**config.mk**
```make
export PLATFORM = sky130hd
export DESIGN_NAME = mem_access_unit
export DESIGN_NICKNAME = d
export VERILOG_FILES = /design/src/rtl/mem_access_pkg.sv /design/src/rtl/byte_lane_unit.sv /design/src/rtl/mem_access_unit.sv
export SDC_FILE = /design/constraint.sdc
export NUM_CORES = 1
export LEC_CHECK = 0
export ABC_AREA = 1
export CORE_MARGIN = 2
export CORE_UTILIZATION = 33
export DETAILED_ROUTE_END_ITERATION = 10
export PLACE_DENSITY = 0.63
export SLEW_MARGIN = 15
export SYNTH_ARGS = -nofsm -noshare
export SYNTH_HDL_FRONTEND = slang
export SYNTH_SLANG_ARGS = --single-unit
```
**constraint.sdc**
```tcl
create_clock -name clk -period 4.7 [get_ports clk]
set_clock_uncertainty 0.1 [all_clocks]
set_input_delay 0.47 -clock clk [delete_from_list [all_inputs] [get_ports clk]]
set_output_delay 0.47 -clock clk [all_outputs]
set_load 0.01 [all_outputs]
```
**src/rtl/mem_access_pkg.sv**
```systemverilog
`default_nettype none
// ============================================================================
// Module      : mem_access_pkg
// Description : Shared types and defaults for the memory access unit.
// Revision    : 1.0 - initial release
// ============================================================================
package mem_access_pkg;

    typedef enum logic [1:0] {
        SZ_BYTE = 2'd0,
        SZ_HALF = 2'd1,
        SZ_WORD = 2'd2,
        SZ_RSVD = 2'd3
    } size_e;

    typedef enum logic [1:0] {
        IDLE  = 2'd0,
        READ  = 2'd1,
        WRITE = 2'd2,
        RESP  = 2'd3
    } state_e;

    localparam int DEFAULT_MEM_BYTES = 2048;

endpackage
`default_nettype wire

```
**src/rtl/byte_lane_unit.sv**
```systemverilog
`default_nettype none
// ============================================================================
// Module      : byte_lane_unit
// Description : Big-endian lane extract/extend for loads and lane merge for
//               sub-word stores.
// Revision    : 1.0 - initial release
// ============================================================================
module byte_lane_unit
    import mem_access_pkg::*;
(
    input  logic [31:0] i_word,
    input  logic [1:0]  i_offset,
    input  logic [1:0]  i_size,
    input  logic        i_unsigned,
    input  logic [31:0] i_wdata,
    output logic [31:0] o_load_data,
    output logic [31:0] o_merged
);

    logic [7:0]  w_byte;
    logic [15:0] w_half;

    always_comb begin
        // Offset 0 is the most significant byte of the word.
        w_byte = 8'h00;
        case (i_offset)
            2'd0:    w_byte = i_word[31:24];
            2'd1:    w_byte = i_word[23:16];
            2'd2:    w_byte = i_word[15:8];
            default: w_byte = i_word[7:0];
        endcase
        w_half = i_offset[1] ? i_word[15:0] : i_word[31:16];

        o_load_data = 32'h0000_0000;
        case (i_size)
            SZ_BYTE: o_load_data = {{24{~i_unsigned & w_byte[7]}}, w_byte};
            SZ_HALF: o_load_data = {{16{~i_unsigned & w_half[15]}}, w_half};
            SZ_WORD: o_load_data = i_word;
            default: o_load_data = 32'h0000_0000;
        endcase

        o_merged = i_word;
        case (i_size)
            SZ_BYTE: begin
                case (i_offset)
                    2'd0:    o_merged[31:24] = i_wdata[7:0];
                    2'd1:    o_merged[23:16] = i_wdata[7:0];
                    2'd2:    o_merged[15:8]  = i_wdata[7:0];
                    default: o_merged[7:0]   = i_wdata[7:0];
                endcase
            end
            SZ_HALF: begin
                if (i_offset[1]) o_merged[15:0]  = i_wdata[15:0];
                else             o_merged[31:16] = i_wdata[15:0];
            end
            SZ_WORD: o_merged = i_wdata;
            default: o_merged = i_word;
        endcase
    end

endmodule
`default_nettype wire

```
**src/rtl/mem_access_unit.sv**
```systemverilog
`default_nettype none
// ============================================================================
// Module      : mem_access_unit
// Description : Byte/half/word load-store front end for a 32-bit big-endian
//               word memory, with read-modify-write for sub-word stores.
// Revision    : 1.0 - initial release
// ============================================================================
module mem_access_unit
    import mem_access_pkg::*;
#(
    parameter int MEM_BYTES = DEFAULT_MEM_BYTES
) (
    input  logic        clk,
    input  logic        rst,
    input  logic        req_valid,
    output logic        req_ready,
    input  logic        req_write,
    input  logic [1:0]  req_size,
    input  logic        req_unsigned,
    input  logic [31:0] req_addr,
    input  logic [31:0] req_wdata,
    output logic        resp_valid,
    output logic [31:0] resp_rdata,
    output logic        resp_err,
    output logic [31:0] mem_adr,
    output logic [31:0] mem_wd,
    output logic        mem_we,
    input  logic [31:0] mem_rd
);

    localparam logic [31:0] c_max_base = 32'(MEM_BYTES - 4);

    state_e      r_state_q,      w_state_d;
    logic [31:0] r_mem_adr_q,    w_mem_adr_d;
    logic [31:0] r_mem_wd_q,     w_mem_wd_d;
    logic        r_mem_we_q,     w_mem_we_d;
    logic        r_resp_valid_q, w_resp_valid_d;
    logic [31:0] r_resp_rdata_q, w_resp_rdata_d;
    logic        r_resp_err_q,   w_resp_err_d;
    logic        r_write_q,      w_write_d;
    logic [1:0]  r_size_q,       w_size_d;
    logic [1:0]  r_offset_q,     w_offset_d;
    logic        r_unsigned_q,   w_unsigned_d;
    logic [31:0] r_wdata_q,      w_wdata_d;

    logic [31:0] w_word_base;
    logic        w_fault;
    logic [31:0] w_load_data;
    logic [31:0] w_merged;

    assign w_word_base = {req_addr[31:2], 2'b00};

    always_comb begin
        w_fault = (req_size == SZ_RSVD)
               || ((req_size == SZ_HALF) && req_addr[0])
               || ((req_size == SZ_WORD) && (req_addr[1:0] != 2'b00))
               || (w_word_base > c_max_base);
    end

    byte_lane_unit u_lanes (
        .i_word      (mem_rd),
        .i_offset    (r_offset_q),
        .i_size      (r_size_q),
        .i_unsigned  (r_unsigned_q),
        .i_wdata     (r_wdata_q),
        .o_load_data (w_load_data),
        .o_merged    (w_merged)
    );

    always_comb begin
        w_state_d      = r_state_q;
        w_mem_adr_d    = r_mem_adr_q;
        w_mem_wd_d     = r_mem_wd_q;
        w_mem_we_d     = 1'b0;
        w_resp_valid_d = 1'b0;
        w_resp_rdata_d = r_resp_rdata_q;
        w_resp_err_d   = r_resp_err_q;
        w_write_d      = r_write_q;
        w_size_d       = r_size_q;
        w_offset_d     = r_offset_q;
        w_unsigned_d   = r_unsigned_q;
        w_wdata_d      = r_wdata_q;

        case (r_state_q)
            IDLE: begin
                if (req_valid) begin
                    w_mem_adr_d    = w_word_base;
                    w_write_d      = req_write;
                    w_size_d       = req_size;
                    w_offset_d     = req_addr[1:0];
                    w_unsigned_d   = req_unsigned;
                    w_wdata_d      = req_wdata;
                    w_resp_rdata_d = 32'h0000_0000;
                    w_resp_err_d   = w_fault;
                    if (w_fault) begin
                        w_state_d      = RESP;
                        w_resp_valid_d = 1'b1;
                    end else if (req_write && (req_size == SZ_WORD)) begin
                        // Full-word stores need no read, write straight away.
                        w_mem_wd_d = req_wdata;
                        w_mem_we_d = 1'b1;
                        w_state_d  = WRITE;
                    end else begin
                        w_state_d = READ;
                    end
                end
            end
            READ: begin
                if (r_write_q) begin
                    w_mem_wd_d = w_merged;
                    w_mem_we_d = 1'b1;
                    w_state_d  = WRITE;
                end else begin
                    w_resp_rdata_d = w_load_data;
                    w_resp_valid_d = 1'b1;
                    w_state_d      = RESP;
                end
            end
            WRITE: begin
                w_resp_valid_d = 1'b1;
                w_state_d      = RESP;
            end
            RESP: begin
                w_state_d = IDLE;
            end
            default: begin
                w_state_d = IDLE;
            end
        endcase
    end

    always_ff @(posedge clk or posedge rst) begin
        if (rst) begin
            r_state_q      <= IDLE;
            r_mem_adr_q    <= 32'h0000_0000;
            r_mem_wd_q     <= 32'h0000_0000;
            r_mem_we_q     <= 1'b0;
            r_resp_valid_q <= 1'b0;
            r_resp_rdata_q <= 32'h0000_0000;
            r_resp_err_q   <= 1'b0;
            r_write_q      <= 1'b0;
            r_size_q       <= 2'b00;
            r_offset_q     <= 2'b00;
            r_unsigned_q   <= 1'b0;
            r_wdata_q      <= 32'h0000_0000;
        end else begin
            r_state_q      <= w_state_d;
            r_mem_adr_q    <= w_mem_adr_d;
            r_mem_wd_q     <= w_mem_wd_d;
            r_mem_we_q     <= w_mem_we_d;
            r_resp_valid_q <= w_resp_valid_d;
            r_resp_rdata_q <= w_resp_rdata_d;
            r_resp_err_q   <= w_resp_err_d;
            r_write_q      <= w_write_d;
            r_size_q       <= w_size_d;
            r_offset_q     <= w_offset_d;
            r_unsigned_q   <= w_unsigned_d;
            r_wdata_q      <= w_wdata_d;
        end
    end

    assign req_ready  = (r_state_q == IDLE);
    assign resp_valid = r_resp_valid_q;
    assign resp_rdata = r_resp_rdata_q;
    assign resp_err   = r_resp_err_q;
    assign mem_adr    = r_mem_adr_q;
    assign mem_wd     = r_mem_wd_q;
    assign mem_we     = r_mem_we_q;

endmodule
`default_nettype wire

```
==> results of run 1 <==
## cells by family (layout without fill, tap and decap cells)
group	after synthesis	count (layout)
flip-flops	137	137
AO/OA/AOI/OAI	113	113
other	1	2
AND/OR/NAND/NOR	757	757
buffers and inverters	136	314
adder cells (fa/ha/maj)	4	4
## routing by layer
layer / up-vias / GRT usage, %
li1: 3889 / -
met1: 3688 / 28.6
met2: 337 / 35.0
met3: 57 / 7.28
met4: 0 / 8.48
met5: - / 0
## state kept, by name (all words and copies together) (netlist names), 2 cells and up
name,count
mem_adr,30
r_wdata_q,32
r_offset_q,2
resp_rdata,32
mem_wd,32
r_size_q,2
r_state_q,2
## cell usage after synthesis
| cell type | instances | area [um2] |
|---|---|---|
| o21ai_0 | 58 | 290 |
| o21a_1 | 1 | 7.51 |
| inv_2 | 5 | 18.8 |
| a21oi_1 | 24 | 120 |
| nor3_2 | 1 | 10.0 |
| nor2_2 | 5 | 31.3 |
| nand2_1 | 637 | 2390 |
| o211ai_1 | 12 | 90.1 |
| ha_1 | 4 | 50.1 |
| conb_1 | 1 | 3.75 |
| buf_4 | 5 | 37.5 |
| o21ai_2 | 1 | 8.76 |
| nand3_1 | 69 | 345 |
| nor2_1 | 36 | 135 |
| a22oi_1 | 15 | 113 |
| nor3_1 | 1 | 5.00 |
| dfrtp_1 | 137 | 3430 |
| nand4_1 | 2 | 12.5 |
| buf_2 | 25 | 125 |
| o22ai_1 | 2 | 12.5 |
| buf_1 | 1 | 3.75 |
| clkbuf_1 | 32 | 120 |
| nand2_2 | 2 | 12.5 |
| inv_1 | 68 | 255 |
| nor2_4 | 3 | 33.8 |
| nand3_2 | 1 | 10.0 |
## placed cells by master, fill, tap and decap left out, types with 5 or more instances in the layout
cell type	count
nand2_1	637
clkdlybuf4s50_1	200
dfrtp_1	137
nand3_1	69
inv_1	66
o21ai_0	58
nor2_1	36
a21oi_1	24
clkbuf_16	17
a22oi_1	15
o211ai_1	12
buf_4	9
inv_2	6
bufinv_16	6
nor2_2	5
## power groups by stage
stage,combinational [mW],clock (mW),sequential [mW]
detailed placement,3.65,0,2.13
global route,4.10,1.65,2.20
global placement,3.61,0,2.14
floorplan,2.09,0,2.18
finish,3.63,1.57,2.13
CTS,3.66,1.60,2.13
## metrics by stage
step                worst slack, ns  std cells  cell area (um2)
finish                         1.87       1612            10500
floorplan                     0.462       1149             7670
CTS                            1.84       1612            10500
global route                   1.49       1612            10500
global placement               1.92       1580             9820
detailed placement             1.87       1580             9820
## worst max-delay path: stages, from the launching register on
cell and delay (ns):
dfrtp_1 0.73, buf_4 0.35, inv_1 0.35, o21ai_0 0.39
nand2_1 0.28, nand2_1 0.15, nand3_1 0.07, nand2_1 0.10
nand2_1 0.07, nand2_1 0.06, nand2_1 0.05
## final timing paths
| kind | start | to | slack, ns | depth (start not counted) |
|---|---|---|---|---|
| worst max-delay path | r_offset_q[1] | mem_wd[15] | 1.87 | 10 |
| max in group asynchronous | rst | r_wdata_q[25] | 3.13 | 3 |
| min in group asynchronous | rst | resp_rdata[16] | 0.40 | 2 |
| worst min-delay path | mem_wd[8] | mem_wd[8] | 0.38 | 2 |
| worst min register to register | mem_wd[8] | mem_wd[8] | 0.38 | 2 |
| worst max register to register | r_offset_q[1] | mem_wd[15] | 1.87 | 10 |
## area by class of cell
class	count	area [um2]	share of cell area, %
Tap cell	285	357	3.39
Clock inverter	11	215	2.05
Inverter	73	279	2.66
Sequential cell	137	3430	32.6
Clock buffer	21	470	4.48
Timing Repair Buffer	209	2070	19.7
Multi-Input combinational cell	876	3690	35.1
==> impl_metrics.env, run 1 <==
export IMPL_cp_arrival_ns=3.05
export IMPL_postCtsHoldBufs=0
export IMPL_fmax_ghz=0.354
export IMPL_clock_power_share_pct=21.4
export IMPL_wl_met3_mm=2.40
export IMPL_fin_crit_sh_pct=60.1
export IMPL_synth_area_per_cell_um2=6.68
export IMPL_h_tree_depth=4
export IMPL_die_y_um=156
export IMPL_diodes=0
export IMPL_max_cap_violations=0
export IMPL_syn2layout_area_growth_pct=36.9
export IMPL_wl_met2_mm=11.8
export IMPL_vias=7971
export IMPL_status="complete, no violations"
export IMPL_drtIter0Drc=567
export IMPL_power_density_mw_per_mm2=699
export IMPL_grt_pass1_vias=7786
export IMPL_clk_pin_slew_ns=0.06
export IMPL_cts_tree="done"
export IMPL_fin_crit_ns=2.83
export IMPL_fp_row_count=55
export IMPL_total_power_mw=7.34
export IMPL_cts_sink_count=137
export IMPL_via_per_inst=4.94
export IMPL_comb_power_share_pct=49.5
export IMPL_wl_per_cell_um=16.6
export IMPL_synth_area_mux_share_pct=0
export IMPL_drive_gt1_share_pct=4.52
export IMPL_relSlewSlack_pct=26.3
export IMPL_p_int_mw=4.25
export IMPL_synthSimpleGateAreaFrac_pct=38.9
export IMPL_m1WireLength_mm=11.6
export IMPL_ios=203
export IMPL_grt_overflow_total=0
export IMPL_yosys_register_bits=137
export IMPL_start_util_pct=33.8
export IMPL_crit_path_start_kind="flip-flop"
export IMPL_synth_distinct_cells=26
export IMPL_core_mm2=0.0227
export IMPL_fillers=2361
export IMPL_gp_congestion=0.944
export IMPL_power_frac_seq_pct=29.0
export IMPL_tns_ns=0
export IMPL_gr_usage_all_layers_pct=22.3
export IMPL_endpoint_kind="flip-flop"
export IMPL_numCtsBuffers=17
export IMPL_p_switching_mw=3.09
export IMPL_hold_slack_ns=0.377
export IMPL_p_leak_nw=5.38
export IMPL_worst_pin_slew_ns=1.10
export IMPL_synth_compound_area_share_pct=8.37
export IMPL_grt_max_degree=65
export IMPL_cts_root_buf="clkbuf_16"
export IMPL_post_cts_resized=0
export IMPL_antenna_found_initial=0
export IMPL_sw_frac_of_total_pct=42.2
export IMPL_dp_hpwl_mm=19.4
export IMPL_final_nets=1421
export IMPL_drtPass1Iterations=5
export IMPL_rsz0062_at_grt="false"
export IMPL_routed_top_layer="met4"
export IMPL_io_buffers=200
export IMPL_crit_type="reg -> reg"
export IMPL_route_detailed_drc=0
export IMPL_slew_viol_final=0
export IMPL_synthAdderAreaFrac_pct=0.652
export IMPL_synth_top_family_by_area="simple AND/OR/NAND/NOR gates"
export IMPL_synth_xor_area_share_pct=0
export IMPL_seq_area_frac_synth_pct=44.7
export IMPL_final_util_pct=46.3
export IMPL_drt_total_wl_mm=26.7
export IMPL_postCtsSetupBuffers=0
export IMPL_ant_nets=0
export IMPL_yosys_warnings=0
export IMPL_clk_latency_ns=0.43
export IMPL_hold_class="reg -> reg"
export IMPL_crit_required_ns=4.92
export IMPL_syn_area_mm2=0.00767
export IMPL_synthCells=1148
export IMPL_grt_pass1_wl_mm=42.3
export IMPL_clock_tree_buffer_depth=2
export IMPL_die_area_mm2=0.0245
export IMPL_final_hold_viol_count=0
export IMPL_setup_violations=0
export IMPL_path_max_fanout=20
export IMPL_die_w_um=156
export IMPL_ir_drop_mv=0.269
Power figures use the tool's default switching activity.
==> run 2: changes to the inputs <==
PLACE_DENSITY = 0.65   (was 0.63)
clock period = 2.6 ns   (was 4.7 ns; I/O delays follow)
==> run 2 against run 1 <==
Cell count up 0.99%. Critical path type is now reg -> out. Non-clock buffer count up 16. Die area unchanged. Sequential power up 79%. Total power up 80%. Final area up 0.54%.
==> impl_metrics.env, run 2 (synthesized netlist as in run 1, its figures left out) <==
export IMPL_status="complete, no violations"
export IMPL_final_nets=1437
export IMPL_ir_drop_mv=0.627
export IMPL_via_per_inst=4.86
export IMPL_rsz0062_at_grt="false"
export IMPL_wl_per_cell_um=16.2
export IMPL_start_util_pct=33.8
export IMPL_crit_type="reg -> out"
export IMPL_fillers=2332
export IMPL_fin_crit_sh_pct=82.9
export IMPL_post_cts_resized=0
export IMPL_timing_critical_path_slowest_stage_cell="clkdlybuf4s50_1"
export IMPL_drtPass1Iterations=5
export IMPL_critPathBufInv=2
export IMPL_grt_overflow_total=0
export IMPL_cts_sink_count=137
export IMPL_diodes=0
export IMPL_cts_root_buf="clkbuf_16"
export IMPL_path_max_fanout=5
export IMPL_crit_path_start_kind="flip-flop"
export IMPL_fmax_ghz=0.464
export IMPL_io_buffers=200
export IMPL_slew_viol_final=0
export IMPL_final_hold_viol_count=0
export IMPL_fin_crit_ns=2.15
export IMPL_drive_gt1_share_pct=5.66
export IMPL_p_leak_nw=5.42
export IMPL_die_y_um=156
export IMPL_crit_required_ns=2.24
export IMPL_grt_pass1_vias=7757
export IMPL_final_cell_mix="nand2_1, clkdlybuf4s50_1, dfrtp_1"
export IMPL_postCtsHoldBufs=0
export IMPL_gp_congestion=0.937
export IMPL_die_w_um=156
export IMPL_vias=7919
export IMPL_drt_total_wl_mm=26.4
export IMPL_antenna_found_initial=0
export IMPL_worst_pin_slew_ns=0.683
export IMPL_cts_tree="done"
export IMPL_hold_class="in -> async"
export IMPL_tns_ns=0
export IMPL_grt_pass1_wl_mm=42.5
export IMPL_gr_usage_all_layers_pct=22.3
export IMPL_endpoint_kind="output port"
export IMPL_route_detailed_drc=0
export IMPL_post_dp_cell_area_mm2=0.00994
export IMPL_power_density_mw_per_mm2=1250
export IMPL_die_area_mm2=0.0245
export IMPL_clock_tree_buffer_depth=2
export IMPL_cp_arrival_ns=1.79
export IMPL_final_area_mm2=0.0106
export IMPL_postCtsSetupBuffers=0
export IMPL_numCtsBuffers=17
export IMPL_syn2layout_area_growth_pct=37.7
export IMPL_max_cap_violations=0
export IMPL_drtIter0Drc=562
export IMPL_relSlewSlack_pct=54.4
export IMPL_fp_row_count=55
export IMPL_critical_path_top_delay_family="buffers and inverters"
export IMPL_total_power_mw=13.2
export IMPL_ios=203
export IMPL_clk_pin_slew_ns=0.06
export IMPL_dp_hpwl_mm=19.4
export IMPL_h_tree_depth=4
export IMPL_setup_violations=0
export IMPL_layout_commonest_cell="nand2_1"
export IMPL_clk_latency_ns=0.43
export IMPL_ant_nets=0
export IMPL_max_stage_delay_ns=0.59
export IMPL_grt_max_degree=56
export IMPL_core_mm2=0.0227
export IMPL_crit_path_cell_trace="inv_1 > ha_1 > clkdlybuf4s50_1"
[run 2: changes by cell type in the layout (fill, tap and decap cells not counted), sizes merged]
cell      change
inv           +2
bufinv        -2
buf          +16
clkbuf        -3
clkinvlp      +2
clkinv        +1
[run 2: final cells by class]
type,count,area [um2],share of cell area [%]
clock buffer,18,429,4.06
timing repair buffer,225,2190,20.7
inverter,73,278,2.63
multi-input combinational,876,3690,34.9
tap,285,357,3.38
clock inverter,14,194,1.84
sequential,137,3430,32.5
[run 2: power breakdown]
part	internal, mW	switching, mW	total (mW)
Clock	1.61	0.991	2.60
Combinational	2.79	3.96	6.76
Sequential	3.12	0.701	3.82
[run 2: per-layer routing]
layer	part of all wire [%]	track usage, %
met1	45	30.0
met4	2.0	6.73
met2	45	34.8
met3	8.0	6.29
met5	0	0
[run 2: worst reg2reg max path, stage by stage, from the launching register on]
cell and delay (ns):
dfrtp_1 0.40, inv_1 0.08, ha_1 0.26, inv_2 0.13, nor2_2 0.07, a21oi_1 0.16
nand2_1 0.08, nor2_2 0.13, inv_2 0.06, nor2_4 0.08, buf_4 0.30, nand2_1 0.11
nand2_1 0.08
[run 2: stage by stage]
stage / cells / setup slack [ns] / hold slack [ns] / util [%]
floorplan: 1149 / 0.533 / 0.270 / -
global placement: 1596 / 0.424 / 0.360 / 43.8
detailed placement: 1596 / 0.363 / 0.365 / 43.8
CTS: 1628 / 0.424 / 0.247 / 46.5
global route: 1628 / 0.262 / 0.256 / 46.5
finish: 1628 / 0.446 / 0.249 / 46.5
[run 2: path summary, 6_finish.rpt]
path / start / endpoint / slack [ns] / depth (start not counted)
min: rst / mem_adr[22] / 0.25 / 3
max reg2reg: r_state_q[0] / mem_wd[21] / 0.50 / 12
min in group clk: req_addr[4] / mem_adr[4] / 0.26 / 3
max: r_state_q[1] / req_ready / 0.45 / 3
max in group asynchronous: rst / r_wdata_q[0] / 1.62 / 3
min reg2reg: mem_wd[0] / mem_wd[0] / 0.38 / 2
